===== src/rtl/gyrator_tune_ctrl.sv =====
// SAR tuning controller: trims the gyrator digipot code until the measured impedance meets the target.
// Latency: per trial 32*SCLK_DIV + SETTLE_CYCLES + measurement response + 1 cycles; the final write adds 32*SCLK_DIV.
// Backpressure: meas_req is held until meas_ack or TIMEOUT; start is ignored while busy.
module gyrator_tune_ctrl #(
    parameter int CODE_W        = 8,
    parameter int SETTLE_CYCLES = 64,
    parameter int SCLK_DIV      = 4,
    parameter int TIMEOUT       = 1024
) (
    input  logic              clk,
    input  logic              rst,
    input  logic              start,
    input  logic [15:0]       target,
    output logic              meas_req,
    input  logic              meas_ack,
    input  logic [15:0]       meas_val,
    output logic              pot_cs_n,
    output logic              pot_sclk,
    output logic              pot_sdi,
    output logic [CODE_W-1:0] code,
    output logic              busy,
    output logic              done,
    output logic              fail
);
    localparam int IDX_W = (CODE_W > 1) ? $clog2(CODE_W) : 1;
    localparam int DIV_W = (SCLK_DIV > 1) ? $clog2(SCLK_DIV) : 1;
    localparam int CNT_W = $clog2(TIMEOUT + SETTLE_CYCLES + 1);

    localparam logic [IDX_W-1:0]  IDX_TOP   = IDX_W'(CODE_W - 1);
    localparam logic [DIV_W-1:0]  DIV_LAST  = DIV_W'(SCLK_DIV - 1);
    localparam logic [CNT_W-1:0]  SET_LAST  = CNT_W'(SETTLE_CYCLES - 1);
    localparam logic [CNT_W-1:0]  TO_LAST   = CNT_W'(TIMEOUT - 1);
    localparam logic [CODE_W-1:0] CODE_MID  = CODE_W'(1) << (CODE_W - 1);
    localparam logic [7:0]        FRAME_CMD = 8'h11;

    typedef enum logic [2:0] {
        S_IDLE, S_WRITE, S_SETTLE, S_MEAS, S_DECIDE, S_DONE, S_FAIL
    } state_t;

    state_t            state, state_nxt;
    logic [IDX_W-1:0]  bit_idx, idx_m1;
    logic [DIV_W-1:0]  div_cnt;
    logic [4:0]        tog_cnt;
    logic [CNT_W-1:0]  cnt;
    logic [15:0]       target_q, meas_q, frame_nxt;
    logic [14:0]       shreg;
    logic [CODE_W-1:0] code_nxt;
    logic [7:0]        code8;
    logic              final_q, sclk_tick, frame_end, write_entry;

    assign idx_m1      = bit_idx - IDX_W'(1);
    assign sclk_tick   = (div_cnt == DIV_LAST);
    assign frame_end   = sclk_tick && (tog_cnt == 5'd31);
    assign write_entry = (state != S_WRITE) && (state_nxt == S_WRITE);
    assign frame_nxt   = {FRAME_CMD, code8};

    // The pot register is 8 bits wide regardless of CODE_W.
    generate
        if (CODE_W >= 8) begin : g_trunc
            assign code8 = code_nxt[7:0];
        end else begin : g_ext
            assign code8 = {{(8 - CODE_W){1'b0}}, code_nxt};
        end
    endgenerate

    always_comb begin
        state_nxt = state;
        code_nxt  = code;
        case (state)
            S_IDLE: begin
                if (start) begin
                    state_nxt = S_WRITE;
                    code_nxt  = CODE_MID;
                end
            end
            S_WRITE:  if (frame_end) state_nxt = final_q ? S_DONE : S_SETTLE;
            S_SETTLE: if (cnt == SET_LAST) state_nxt = S_MEAS;
            S_MEAS: begin
                // An ack on the expiry cycle still wins over the timeout.
                if (meas_ack)           state_nxt = S_DECIDE;
                else if (cnt == TO_LAST) state_nxt = S_FAIL;
            end
            S_DECIDE: begin
                if (meas_q > target_q) code_nxt[bit_idx] = 1'b0;
                if (bit_idx != '0)     code_nxt[idx_m1]  = 1'b1;
                state_nxt = S_WRITE;
            end
            S_DONE, S_FAIL: state_nxt = S_IDLE;
            default:        state_nxt = S_IDLE;
        endcase
    end

    always_ff @(posedge clk) begin
        if (rst) state <= S_IDLE;
        else     state <= state_nxt;
    end

    always_ff @(posedge clk) begin
        if (rst) begin
            code     <= '0;
            busy     <= 1'b0;
            done     <= 1'b0;
            fail     <= 1'b0;
            meas_req <= 1'b0;
            pot_cs_n <= 1'b1;
            pot_sclk <= 1'b0;
            pot_sdi  <= 1'b0;
            final_q  <= 1'b0;
            bit_idx  <= '0;
            div_cnt  <= '0;
            tog_cnt  <= '0;
            cnt      <= '0;
            target_q <= '0;
            meas_q   <= '0;
            shreg    <= '0;
        end else begin
            done <= 1'b0;
            case (state)
                S_IDLE: begin
                    if (start) begin
                        target_q <= target;
                        fail     <= 1'b0;
                        busy     <= 1'b1;
                        final_q  <= 1'b0;
                        bit_idx  <= IDX_TOP;
                        code     <= code_nxt;
                    end
                end
                S_WRITE: begin
                    div_cnt <= sclk_tick ? '0 : div_cnt + DIV_W'(1);
                    if (sclk_tick) begin
                        tog_cnt  <= tog_cnt + 5'd1;
                        pot_sclk <= ~pot_sclk;
                        if (pot_sclk) begin
                            pot_sdi <= shreg[14];
                            shreg   <= {shreg[13:0], 1'b0};
                        end
                        if (frame_end) begin
                            pot_cs_n <= 1'b1;
                            pot_sdi  <= 1'b0;
                            cnt      <= '0;
                        end
                    end
                end
                S_SETTLE: begin
                    if (cnt == SET_LAST) begin
                        cnt      <= '0;
                        meas_req <= 1'b1;
                    end else begin
                        cnt <= cnt + CNT_W'(1);
                    end
                end
                S_MEAS: begin
                    cnt <= cnt + CNT_W'(1);
                    if (meas_ack) begin
                        meas_req <= 1'b0;
                        meas_q   <= meas_val;
                    end else if (cnt == TO_LAST) begin
                        meas_req <= 1'b0;
                        fail     <= 1'b1;
                    end
                end
                S_DECIDE: begin
                    code <= code_nxt;
                    if (bit_idx == '0) final_q <= 1'b1;
                    else               bit_idx <= idx_m1;
                end
                S_DONE: begin
                    done    <= 1'b1;
                    busy    <= 1'b0;
                    final_q <= 1'b0;
                end
                S_FAIL:  busy <= 1'b0;
                default: ;
            endcase
            // Frame bit 15 is presented together with the falling chip select.
            if (write_entry) begin
                pot_cs_n <= 1'b0;
                pot_sclk <= 1'b0;
                div_cnt  <= '0;
                tog_cnt  <= '0;
                pot_sdi  <= frame_nxt[15];
                shreg    <= frame_nxt[14:0];
            end
        end
    end
endmodule

===== config.mk =====
export PLATFORM = sky130hd
export DESIGN_NAME = gyrator_tune_ctrl
export DESIGN_NICKNAME = d
export VERILOG_FILES = /design/src/rtl/gyrator_tune_ctrl.sv
export SDC_FILE = /design/constraint.sdc
export NUM_CORES = 1
export LEC_CHECK = 0
export CAP_MARGIN = 20
export CORE_ASPECT_RATIO = 1.1
export CORE_MARGIN = 5
export CORE_UTILIZATION = 50
export CTS_CLUSTER_DIAMETER = 200
export DETAILED_ROUTE_END_ITERATION = 6
export HOLD_SLACK_MARGIN = 0.1
export PLACE_DENSITY = 0.76
export SLEW_MARGIN = 30
export SYNTH_ARGS = -nofsm -noshare
export SYNTH_HDL_FRONTEND = slang
export SYNTH_SLANG_ARGS = --single-unit

===== constraint.sdc =====
create_clock -name clk -period 2.4 [get_ports clk]
set_clock_uncertainty 0.2 [all_clocks]
set_input_delay 0.36 -clock clk [delete_from_list [all_inputs] [get_ports clk]]
set_output_delay 0.36 -clock clk [all_outputs]
set_load 0.02 [all_outputs]

Yosys cells after proc, flatten, opt, wreduce, memory -nomap -nowiden

Index checks and enable logic that the tools add are counted.

Magnitude comparators: 5
Equality and inequality tests: 21
Reductions and logical operators: 34
Muxes and demuxes: 49
$add $sub $neg: 4
Bitwise operators: 4

Operators with widths:

| operator                                                                 | number |
|---|---|
| 13-bit two-way mux                                                       | 4 |
| 8-bit two-way mux                                                        | 5 |
| 11-bit two-way mux                                                       | 3 |
| 11-bit one-hot mux with 3 select lines                                   | 1 |
| 8-bit one-hot mux with 2 select lines                                    | 2 |
| 3-bit two-way mux                                                        | 8 |
| 3-bit AND reduction                                                      | 8 |
| 2-bit nonzero test                                                       | 9 |
| 1-bit two-way mux                                                        | 17 |
| 16-bit > comparator                                                      | 1 |
| 2-bit != test (second input constant)                                    | 8 |
| 3-bit one-hot mux with 5 select lines                                    | 1 |
| 11-bit by 1-bit adder with 11-bit output (second input constant)         | 1 |
| 11-bit by 10-bit equality test with 1-bit output (second input constant) | 1 |
| 11-bit by 6-bit equality test with 1-bit output (second input constant)  | 1 |
| 2-bit AND reduction                                                      | 5 |
| 3-bit equality test (second input constant)                              | 3 |
| 3-bit nonzero test                                                       | 3 |
| 8-bit AND                                                                | 1 |
| 3-bit by 4-bit < comparator with 1-bit output (second input constant)    | 2 |
| 8-bit NOT                                                                | 1 |
| 8-bit bitwise OR                                                         | 1 |
| 1-bit demux with 3-bit select                                            | 2 |
| 3-bit by 1-bit equality test with 1-bit output (second input constant)   | 2 |
| 18 further kinds                                                         | 27 |

Bits of input ports: 36
Output and inout bits: 15
Register bits after elaboration: 87
Logic and storage cells: 135

Depth between registers and ports, before layout

Gate-level depths: netlist of the first run.

Depth after elaboration: 13
Mapped depth: 10
Depth with buffers taken out: 9

Least setup slack after synthesis of the first run

No wires, ideal clock.

Path type: register to register
From: reg tog_cnt[0]
To: reg cnt[7]
Path slack: 117 ps
Data required time: 2074 ps
Library setup time: 126 ps
Data arrival time: 1957 ps
Cell stages (with the launch flop): 10
Period minus slack after synthesis: 2283 ps
Path buffers: 1
Cell sequence: dfxtp_1 -> ha_1 -> and3_1 -> ha_1 -> a31oi_1 -> or2_1 -> buf_2 -> or4_1 -> xor2_1 -> nor2_1

Longest elaborated chain between the ends: 4

Ends and longest elaborated chain:

| item                          | RTL line | RTL |
|---|---|---|
| start: declaration            | 43       | `logic [4:0] tog_cnt;` |
| start signal: assignment      | 132      | `tog_cnt <= tog_cnt + 5'd1;` |
| 5-bit equality test           | 53       | `assign frame_end = sclk_tick && (tog_cnt == 5'd31);` |
| 1-bit logical AND             | 53       |  |
| 2-bit != test (no line)       | -        |  |
| 3-bit AND reduction (no line) | -        |  |
| end signal: assignment        | 150      | `cnt <= cnt + CNT_W'(1);` |
| end signal: assignment        | 154      | `cnt <= cnt + CNT_W'(1);` |
| end: declaration              | 44       | `logic [CNT_W-1:0] cnt;` |

No other way between the ends.
A chain may end at the register's enable or synchronous reset.

Worst setup path in the final report of the first run

From: reg target_q[1]
To: reg code[0]

Longest elaborated chain between the ends: 8

Ends and longest elaborated chain:

| item                                      | RTL line | RTL |
|---|---|---|
| start: declaration                        | 45       | `logic [15:0] target_q, meas_q, frame_nxt;` |
| start signal: assignment                  | 121      | `target_q <= target;` |
| 16-bit > comparator (*)                   | 84       | `if (meas_q > target_q) code_nxt[bit_idx] = 1'b0;` |
| 8-bit two-way mux (*)                     | 84       |  |
| 8-bit two-way mux (*)                     | 69       | `case (state)` |
| 8-bit bitwise OR (no line)                | -        |  |
| 8-bit two-way mux (*)                     | 85       | `if (bit_idx != '0) code_nxt[idx_m1] = 1'b1;` |
| 8-bit one-hot mux with 2 select lines (*) | 69       |  |
| 8-bit two-way mux                         | 120      | `if (start) begin` |
| 8-bit one-hot mux with 2 select lines (*) | 118      | `case (state)` |
| end signal: assignment                    | 126      | `code <= code_nxt;` |
| end signal: assignment                    | 164      | `code <= code_nxt;` |
| end: declaration                          | 20       | `output logic [CODE_W-1:0] code,` |

Mark *: on every way between the ends. The rest lies on a longest branch, timed or not. The select of a mux whose other input is x is not followed.

==> results of run 1 <==
[worst max path at each step]
stage                                         start              endpoint  slack [ns]  depth (start not counted)
after floorplan             tog_cnt[0]$_SDFFE_PP0P_   cnt[7]$_SDFFE_PP0P_        0.12                          9
after global placement    target_q[15]$_SDFFE_PP0P_  code[0]$_SDFFE_PP0P_        0.11                          7
after detailed placement  target_q[15]$_SDFFE_PP0P_  code[0]$_SDFFE_PP0P_        0.02                          7
after CTS                 target_q[15]$_SDFFE_PP0P_  code[0]$_SDFFE_PP0P_       0.004                          7
after global routing       target_q[6]$_SDFFE_PP0P_  code[0]$_SDFFE_PP0P_       -0.02                          7
final                      target_q[1]$_SDFFE_PP0P_  code[0]$_SDFFE_PP0P_        0.07                          8
[registers in the layout, indices dropped and copies added (netlist names)]
signal,count
meas_q,16
target_q,16
shreg,15
cnt,11
code,8
tog_cnt,5
bit_idx,3
state,3
div_cnt,2
busy,1
done,1
fail,1
final_q,1
meas_req,1
pot_cs_n,1
pot_sclk,1
pot_sdi,1
[layer usage]
metal / vias up / global-route usage
met4: 0 / 0.0662
li1: 1919 / -
met1: 1758 / 0.261
met3: 12 / 0.0477
met2: 115 / 0.323
met5: - / 0
[cells in the final DEF (no fill, tap or decap), types with 2 or more instances in the layout]
cell type	count
nand2_1	109
dfxtp_1	81
a21oi_1	64
clkdlybuf4s50_1	49
nor2_1	43
inv_1	24
buf_4	24
ha_1	20
o21ai_0	14
nor3_1	14
nand3_1	13
and3_1	10
clkbuf_8	10
xnor2_1	7
nor4_1	6
xor2_1	6
dfxtp_2	6
a31oi_1	5
nand4_1	5
mux2i_1	5
or3_1	4
nor2b_1	4
o22ai_1	4
nand2b_1	3
a21o_1	3
a32oi_1	3
o211ai_1	2
or2_2	2
a41o_1	2
and2_1	2
o21bai_1	2
a211oi_1	2
a311oi_1	2
ha_4	2
clkinvlp_4	2
inv_6	2
[cell type report]
cell class | instances | area share
Clock inverter | 6 | 0.0132
Timing Repair Buffer | 74 | 0.132
Tap cell | 111 | 0.0272
Inverter | 24 | 0.0177
Multi-Input combinational cell | 385 | 0.439
Clock buffer | 10 | 0.0270
Sequential cell | 87 | 0.343
[worst register-to-register path, delay by kind of cell, from the launching register on]
kind,cells,cell delay [ns]
flops,1,0.34
buf+inv,1,0.04
fa+ha+maj,1,0.28
compound gates,4,0.87
simple gates,2,0.49
[what timing repair did]
item	4_1_cts	5_1_grt
buffers inserted	2	0
endpoints found under the setup margin	1	13
gates resized for setup	0	10
pin swaps	1	5
[report_power, final]
group / switching (mW) / internal [mW]
clock network: 0.541 / 0.515
logic: 0.183 / 0.153
registers: 0.0268 / 1.48
total: 0.751 / 2.14
[cell families (layout without fill, tap and decap cells)]
| kind of cell | count (synthesis) | count (layout) |
|---|---|---|
| buffers and inverters | 50 | 114 |
| XOR/XNOR | 13 | 13 |
| flip-flops | 87 | 87 |
| AO/OA/AOI/OAI | 117 | 117 |
| AND/OR/NAND/NOR | 227 | 227 |
| adder cells (fa/ha/maj) | 22 | 22 |
| multiplexers | 6 | 6 |
[synth_stat cells, types with 3 or more instances]
library cell,number
nand2b_1,3
o22ai_1,4
a21o_1,3
nand4_1,5
mux2i_1,5
and3_1,10
clkbuf_1,13
xnor2_1,7
nor4_1,6
nor2_1,43
a31oi_1,5
buf_4,3
nor2b_1,5
nand3_1,13
buf_1,3
ha_1,22
nor3_1,14
nand2_1,109
dfxtp_1,87
or3_1,4
a21oi_1,64
inv_1,24
buf_2,6
o21ai_0,14
xor2_1,6
a32oi_1,3
==> impl_metrics.csv, run 1 <==
group,metric,value,unit
synth,synth_mux_area_frac,0.0147,
worst_setup_path,path_max_fanout,7,
drt,post_drt_wl_per_cell,14.3,um
worst_setup_path,endpoint_kind,"flip-flop",
timing,worst-slew-pin-transition,0.518,ns
layout,final_cell_area,0.00510,sq mm
drt,ant_nets,0,
synth,synth_adder_area_share,0.0661,
drt,firstDrtPassIters,5,
drt,drc_errors,0,
drt,vias,3804,
layout,final_util,0.616,
job,drv_cap,0,
worst_setup_path,max_stage_delay,0.41,ns
synth,async_reset_ff_frac,0,
min_path,hold_end,"meas_q[0]$_SDFFE_PP0P_",
clocking,clk_pin_slew,0.09,ns
synth,synth_compound_area_frac,0.171,
drt,wl_met3,569,um
power_and_ir_drop,power,2.89,mW
drt,postRouteWirelength,9980,um
synth,yosysSeqAreaShare,0.418,
grt,grt_max_degree,44,
synth,yosysUniqueCellTypes,60,
clocking,clk_latency,0.36,ns
placement,placed_cells,679,
power_and_ir_drop,vdd_ir_drop_max,0.000387,V
clocking,htreeDepth,3,
timing,setup_ws,0.0686,ns
worst_setup_path,worstReg2RegStart,"target_q[1]$_SDFFE_PP0P_",
worst_setup_path,criticalPathCategory,"flip-flop to flip-flop",
placement,port_buffers,50,
synth,yosys.area.top_type_share,0.418,
worst_setup_path,critPathBufInv,1,
synth,synth.area.top_cells,"dfxtp_1, nand2_1, a21oi_1",
synth,ys.flop_type,"dfxtp_1",
layout,register_area,0.00175,sq mm
min_path,whs_path_depth,2,
clocking,cts_tree,"built",
synth,synth_top_family_by_area,"simple AND/OR/NAND/NOR gates",
drt,drt-initial-drc-count,238,
min_path,worstHoldStart,"rst",
clocking,clkSinkCount,87,
floorplan,fp.coreArea,0.00828,sq mm
drt,routed-wl-met2,4670,um
status,outcome,"completed",
worst_setup_path,cp_data_required_time,2.45,ns
timing,setup_viol,0,
timing,fmax,429,MHz
grt,grt_pass1_wl,17100,um
layout,multi_input_area,0.00224,sq mm
clocking,cts_root_buf,"clkbuf_8",
grt,grt_pass1_vias,3651,
worst_setup_path,reg2reg_depth,8,
synth,synth.net_count,580,
grt,grt_overflow_total,0,
floorplan,io_pins,51,
clocking,holdBufCountCts,0,
synth,postSynthCellCount,522,
synth,avgSynthCellArea,7.98,sq um
worst_setup_path,arrival,2.38,ns
synth,yosys.area_share.simple,0.251,
synth,synth-seq-cells,87,
layout,diodes,0,
synth,synth_edf_count,0,
layout,nNetsFinal,639,
placement,pre_cts_ws,0.0243,ns
floorplan,die_area,0.0103,sq mm
drt,via_per_inst,5.46,
drt,highest_layer,"met4",
drt,drt-met1-wl,4590,um
worst_setup_path,crit_family,"compound AO/OA/AOI/OAI gates",
synth,yosysWarnings,0,
layout,fill_cells,730,
synth,synthXorXnorAreaFrac,0.0273,
worst_setup_path,cp_slowest_cell,"a2111o_1",
placement,place_area,0.00484,sq mm
grt,grt_antenna_before_repair,0,
power_and_ir_drop,power_density,568,mW/mm^2
clocking,cts_buffer_depth,2,
synth,synth_area,0.00417,sq mm
timing,grt_setup_unrepaired,"true",
worst_setup_path,cp-start-kind,"flip-flop",
floorplan,die_y,106,um
worst_setup_path,r2r_slack,0.07,ns
clocking,cts_made_buffers,9,
layout,finalNonFillerCells,697,
timing,setup-tns-final,0,ns
placement,place_hpwl,7120,um
timing,fin_crit,2.33,ns
placement,gp_congestion,0.945,
timing,whs,0.218,ns
timing,slew_headroom,0.652,
grt,grtUsageTotal,0.199,
timing,hold_violations,0,
layout,area_growth_syn_to_layout,22.4,%
floorplan,row_count,35,
timing,post-route-period-util,0.971,
synth,yosysTopAreaCell,"dfxtp_1",
floorplan,die_width,97.0,um
worst_setup_path,timing.rr.end,"code[0]$_SDFFE_PP0P_",
min_path,worst_hold_path_type,"input port to flip-flop",
power_and_ir_drop,leakage,1.94,nW
floorplan,initial_utilization,0.503,
layout,drive_gt1_frac,0.106,
timing,final_max_slew_viol_count,0,
worst_setup_path,worstPathCellList,"inv_1 > ha_1 > nor2b_2 > o211ai_1 > a2111o_1 > a31oi_4 > a211oi_2 > or3_1",
Note: power is estimated with default switching activity, not from simulation.
==> run 2: changes to the inputs <==
--- a/config.mk
+++ b/config.mk
@@ -9,10 +9,11 @@
 export CORE_ASPECT_RATIO = 1.1
 export CORE_MARGIN = 5
 export CORE_UTILIZATION = 50
+export CTS_BUF_LIST = sky130_fd_sc_hd__clkbuf_8 sky130_fd_sc_hd__clkbuf_16
 export CTS_CLUSTER_DIAMETER = 200
 export DETAILED_ROUTE_END_ITERATION = 6
 export HOLD_SLACK_MARGIN = 0.1
-export PLACE_DENSITY = 0.76
+export PLACE_DENSITY = 0.78
 export SLEW_MARGIN = 30
 export SYNTH_ARGS = -nofsm -noshare
 export SYNTH_HDL_FRONTEND = slang
==> impl_metrics.csv, run 2 (synthesized netlist as in run 1, its figures left out) <==
group,metric,value,unit
status,outcome,"completed",
worst_setup_path,timing.rr.end,"code[2]$_SDFFE_PP0P_",
min_path,worst_hold_path_type,"input port to flip-flop",
min_path,worstHoldStart,"rst",
floorplan,die_y,106,um
worst_setup_path,reg2reg_depth,8,
drt,ant_nets,0,
power_and_ir_drop,swShare,0.268,
timing,whs,0.186,ns
clocking,cts_tree,"built",
drt,drt-initial-drc-count,190,
power_and_ir_drop,p_int,2.13,mW
layout,final_util,0.623,
job,drv_cap,0,
timing,slew_headroom,0.577,
layout,area_growth_syn_to_layout,23.8,%
worst_setup_path,endpoint_kind,"flip-flop",
layout,diodes,0,
layout,fill_cells,693,
clocking,clkSinkCount,87,
floorplan,initial_utilization,0.503,
power_and_ir_drop,power_density,564,mW/mm^2
power_and_ir_drop,leakage,1.95,nW
worst_setup_path,path_max_fanout,7,
clocking,cts_made_buffers,9,
worst_setup_path,worstPathCellList,"inv_1 > ha_4 > nand4_1 > nor4_1 > a31oi_4 > buf_4 > and2_1 > a31oi_1",
layout,final_cell_area,0.00516,sq mm
clocking,cts_root_buf,"clkbuf_8",
worst_setup_path,cp_data_required_time,2.48,ns
power_and_ir_drop,vdd_ir_drop_max,0.000325,V
grt,grt_pass1_wl,17200,um
worst_setup_path,arrival,2.48,ns
worst_setup_path,cp_slowest_cell,"nor4_1",
grt,grt_overflow_total,0,
floorplan,fp.coreArea,0.00828,sq mm
power_and_ir_drop,p_switching,0.779,mW
grt,grt_max_degree,29,
layout,layout_commonest_cell,"nand2_1",
timing,fin_crit,2.40,ns
timing,final_max_slew_viol_count,0,
clocking,clk_pin_slew,0.09,ns
worst_setup_path,max_stage_delay,0.62,ns
worst_setup_path,criticalPathCategory,"flip-flop to flip-flop",
clocking,cts_buffer_depth,2,
floorplan,die_area,0.0103,sq mm
power_and_ir_drop,pwr-share-clk,0.359,
floorplan,io_pins,51,
floorplan,row_count,35,
worst_setup_path,worstReg2RegStart,"target_q[11]$_SDFFE_PP0P_",
layout,drive_gt1_frac,0.110,
placement,pre_cts_ws,-0.0199,ns
worst_setup_path,r2r_slack,0.004,ns
power_and_ir_drop,pwr-share-comb,0.123,
clocking,htreeDepth,3,
drt,drc_errors,0,
drt,via_per_inst,5.51,
layout,final_cell_mix,"nand2_1, dfxtp_1, a21oi_1",
worst_setup_path,cp-start-kind,"flip-flop",
grt,grt_antenna_before_repair,0,
drt,postRouteWirelength,10300,um
layout,register_area,0.00175,sq mm
min_path,hold_end,"shreg[2]$_SDFFE_PP0P_",
placement,place_hpwl,7240,um
layout,largestRegisters,"meas_q (16), target_q (16), shreg (15)",
placement,gp_congestion,0.923,
timing,setup_ws,0.00447,ns
timing,hold_violations,0,
timing,setup_viol,0,
floorplan,die_width,97.0,um
power_and_ir_drop,p_seq_frac,0.518,
timing,fmax,417,MHz
layout,multi_input_area,0.00228,sq mm
min_path,whs_path_depth,2,
timing,post-route-period-util,0.998,
clocking,clk_latency,0.36,ns
timing,grt_setup_unrepaired,"true",
layout,nNetsFinal,642,
drt,vias,3856,
placement,port_buffers,50,
grt,grtUsageTotal,0.199,
placement,place_area,0.00486,sq mm
timing,worst-slew-pin-transition,0.629,ns
grt,grt_pass1_vias,3771,
drt,firstDrtPassIters,6,
drt,post_drt_wl_per_cell,14.7,um
-- run 2: final cells by class --
| class | instances | share of cell area |
|---|---|---|
| clock buffers | 9 | 0.0240 |
| clock inverters | 7 | 0.0153 |
| inverters | 24 | 0.0175 |
| repair buffers | 77 | 0.135 |
| well taps | 111 | 0.0269 |
| multi-input cells | 385 | 0.443 |
| flip-flops and latches | 87 | 0.339 |
-- run 2: power groups by stage --
stage          clock (mW)  combinational (mW)  sequential, mW
2_1_floorplan           0               0.192            1.53
3_3_place_gp            0               0.319            1.53
3_5_place_dp            0               0.328            1.54
4_1_cts              1.06               0.342            1.50
5_1_grt              1.15               0.390            1.51
6_report             1.05               0.357            1.51
-- run 2: how the worst max path moves through the flow --
stage / startpoint / endpoint
global route: target_q[7]$_SDFFE_PP0P_ / code[2]$_SDFFE_PP0P_
floorplan: tog_cnt[0]$_SDFFE_PP0P_ / cnt[7]$_SDFFE_PP0P_
CTS: target_q[1]$_SDFFE_PP0P_ / code[0]$_SDFFE_PP0P_
detailed placement: target_q[1]$_SDFFE_PP0P_ / code[0]$_SDFFE_PP0P_
global placement: target_q[15]$_SDFFE_PP0P_ / code[0]$_SDFFE_PP0P_
finish: target_q[11]$_SDFFE_PP0P_ / code[2]$_SDFFE_PP0P_
-- run 2: worst max-delay path: cells and delay by family, from the launching register on --
family / cells / cell delay [ns]
fa+ha+maj: 1 / 0.27
buf+inv: 2 / 0.26
compound gates: 2 / 0.31
simple gates: 3 / 0.93
flops: 1 / 0.34
-- run 2: routing by layer --
| metal | GRT usage | part of all wire |
|---|---|---|
| met1 | 0.258 | 0.45 |
| met2 | 0.326 | 0.47 |
| met3 | 0.0450 | 0.059 |
| met4 | 0.0702 | 0.024 |
| met5 | 0 | 0 |
-- run 2: timing repair --
action | CTS | global route
cloned | 0 | 0
hold buffers | 0 | 0
gates resized for setup | 4 | 8
pin swaps | 3 | 5
endpoints found under the setup margin | 1 | 13
buffers inserted | 3 | 0
-- run 2: through the flow --
step,setup TNS (ns),instances,power (mW)
finish,0,700,2.91
global route,-0.654,700,3.05
CTS,0,700,2.90
detailed placement,-0.0199,681,1.86
global placement,0,681,1.85
floorplan,0,522,1.72
==> run 3: changes to the inputs <==
--- a/config.mk
+++ b/config.mk
@@ -14,7 +14,7 @@
 export DETAILED_ROUTE_END_ITERATION = 6
 export HOLD_SLACK_MARGIN = 0.1
 export PLACE_DENSITY = 0.78
-export SLEW_MARGIN = 30
+export SLEW_MARGIN = 15
 export SYNTH_ARGS = -nofsm -noshare
 export SYNTH_HDL_FRONTEND = slang
 export SYNTH_SLANG_ARGS = --single-unit
==> results of run 3 <==
Same layout as run 2: the final DEF is identical, and so are final timing and power.
==> edit, RTL diff (settings of run 1) <==
Make the reset (`rst`) asynchronous in 2 clocked blocks.
--- a/src/rtl/gyrator_tune_ctrl.sv
+++ b/src/rtl/gyrator_tune_ctrl.sv
@@ -90,12 +90,12 @@
         endcase
     end
 
-    always_ff @(posedge clk) begin
+    always_ff @(posedge clk or posedge rst) begin
         if (rst) state <= S_IDLE;
         else     state <= state_nxt;
     end
 
-    always_ff @(posedge clk) begin
+    always_ff @(posedge clk or posedge rst) begin
         if (rst) begin
             code     <= '0;
             busy     <= 1'b0;
Check against the original RTL: differs if rst is asserted again (counterexample within 4 cycles, from zero or initial values and one cycle with rst high); with rst held inactive, the same outputs for 10 cycles.
==> edit against run 1 <==
  * Maximum frequency grew 2.4%
  * Sequential cell count is the same
  * Routed wire length grew 1.1%
  * Cell area grew 8.2%
  * Setup slack gained 0.055 ns
  * Synthesized cell count shrank 11%
  * Sequential share of layout area grew 5.2 points
  * Area after synthesis grew 9.1%
  * Critical endpoint is now code[2]
  * Largest cell class is now flip-flops and latches
Power is not compared: it rests on default switching activity, and its combinational part moved more than twofold at a synthesized area within 25%.
==> edit: results (changes against run 1) <==
| Metric | Value |
|---|---|
| Reg2Reg Depth | `8 (unchanged)` |
| Total CTS buffers | `9 (unchanged)` |
| Largest net degree at the start of global routing | `33 (-25%)` |
| Worst Path Max Fanout | `8 (+1)` |
| RR Startpoint | `meas_q[15]` |
| GPL Wtd Cong | `0.8904 (-5.8%)` |
| Distinct cell type count of the synthesized netlist | `58 (-3.3%)` |
| Via density | `5.628 (+3.1%)` |
| Synthesized Nets | `521 (-10%)` |
| Area contributors post-synth | `dfrtp_1 (47%), ha_1 (6.1%), nand2_1 (4.5%), a21oi_1 (4.3%), mux2_2 (4.2%)` |
| Yosys warns | `0 (unchanged)` |
| Worst vdd ir | `0.0005029 V` |
| Top Registers | `meas_q x16, target_q x16, shreg x15` |
| WL/cell | `15.59 um (+8.9%)` |
| Leakage power | `2.485 nW` |
| # diodes | `0 (unchanged)` |
| DP HPWL | `7521 um (+5.6%)` |
| Final #Nets | `586 (-8.3%)` |
| Initial antenna violation count | `0 (unchanged)` |
| Number of global-route vias before repair | `3732 (+2.2%)` |
| Total GRT Usage | `19.74% (-0.20 points)` |
| Critical Path AT | `2.33 ns (-0.05 ns)` |
| Detailed Routing Iterations Pass 1 | `4 (-1)` |
| M1 GR Usage | `24.69% (-1.4 points)` |
| Placed inst area | `5268 um2 (+8.8%)` |
| Hold WC Path Type | `in -> async` |
| Async S/R FF share, synth | `100.0% (+100 points)` |
| First-pass GRT wire length | `17440 um (+2.1%)` |
| Share of layout cells above drive strength 1 | `15.38% (+4.8 points)` |
| GRT met2 Usage | `33.07% (+0.77 points)` |
| Clk slew on worst S/H paths | `0.08 ns` |
| H-tree levels | `3 (unchanged)` |
| R2r setup slk | `0.12 ns (+0.05 ns)` |
| Worst flop-to-flop path endpoint | `code[2]` |
| Met3 Resource Use GR | `4.216% (-0.55 points)` |
| Hold slack | `0.2164 ns (-0.001880 ns)` |
| Post-synth top cells | `dfrtp_1 (86), nand2_1 (55), a21oi_1 (39), o21ai_0 (36), nor2_1 (30)` |
| Clk Latency, worst-skew pair | `0.37 ns` |
| Max_slew headroom | `59.02% (-6.2 points)` |
| Seq/Total Area, Yosys | `47.94% (+6.1 points)` |
| PortBufs | `50 (unchanged)` |
| CTS max path bufs | `2 (unchanged)` |
| Initial DRC Count | `224 (-5.9%)` |
| Status | `completed` |
| Clock root cell | `clkbuf_8` |
edit: cell count changes after synthesis, moves of 5 or more:
cell	delta
nand2_1	-54
clkbuf_1	-6
o21ai_0	+22
and3_1	-6
nor2_1	-13
mux2_2	+16
xnor2_1	-5
a21oi_1	-25
dfxtp_1	-87
dfrtp_1	+86
edit: through the flow:
| stage | worst slack, ns | std cells |
|---|---|---|
| after floorplan | 0.2252 | 463 |
| after global placement | 0.1993 | 631 |
| after detailed placement | 0.1251 | 631 |
| after CTS | 0.08095 | 647 |
| after global routing | 0.003544 | 647 |
| final | 0.1234 | 647 |
edit: layer usage:
metal	up-vias	part of all wire [%]
met5	-	0
met4	0	1.9
met3	18	5.2
met2	92	50
met1	1759	43
li1	1772	-
edit: worst max-delay path, cell delays in order, from the launching register on:
cell	delay [ns]
dfrtp_1	0.39
ha_1	0.33
nand4_1	0.16
buf_4	0.18
nor4_2	0.25
buf_4	0.17
a311oi_4	0.05
buf_6	0.15
a311oi_1	0.30
edit: area by class of cell:
class,instances,area (um2)
tap,114,142.6
sequential,87,2178
timing repair buffer,76,724.4
fill,764,3354
clock buffer,12,165.2
multi-input combinational,331,2142
inverter,23,90.09
clock inverter,4,76.32
edit: where the power goes:
group	internal, mW	leakage (nW)	switching [mW]
sequential	1.89	1.12	0.251
combinational	0.849	1.25	1.00
clock	0.674	0.119	0.532
total	3.41	2.49	1.78
edit: cell families (layout without fill, tap and decap cells):
logic type               count (synthesis)  in the layout  share of synthesized area [%]
AND/OR/NAND/NOR                        158            158                          17.32
AO/OA/AOI/OAI                          124            124                          17.43
flip-flops                              87             87                          47.94
buffers and inverters                   45            115                          5.066
adder cells (fa/ha/maj)                 22             22                          6.057
multiplexers                            19             19                          4.653
XOR/XNOR                                 8              8                          1.542
edit: how the worst max path moves through the flow:
stage,startpoint,end,slack [ns],cells after the start
2_1_floorplan,meas_q[15],shreg[0],0.23,5
3_3_place_gp,meas_q[15],shreg[0],0.20,6
3_5_place_dp,meas_q[1],shreg[0],0.13,7
4_1_cts,meas_q[15],code[2],0.08,8
5_1_grt,target_q[15],code[5],0.004,9
6_report,meas_q[15],code[2],0.12,8
edit: repair_timing:
item | 4_1_cts | 5_1_grt
hold endpoints to repair | 0 | 0
hold buffers | 0 | 0
setup endpoints to repair | 0 | 5
buffers inserted | 0 | 0
resized for setup | 0 | 3
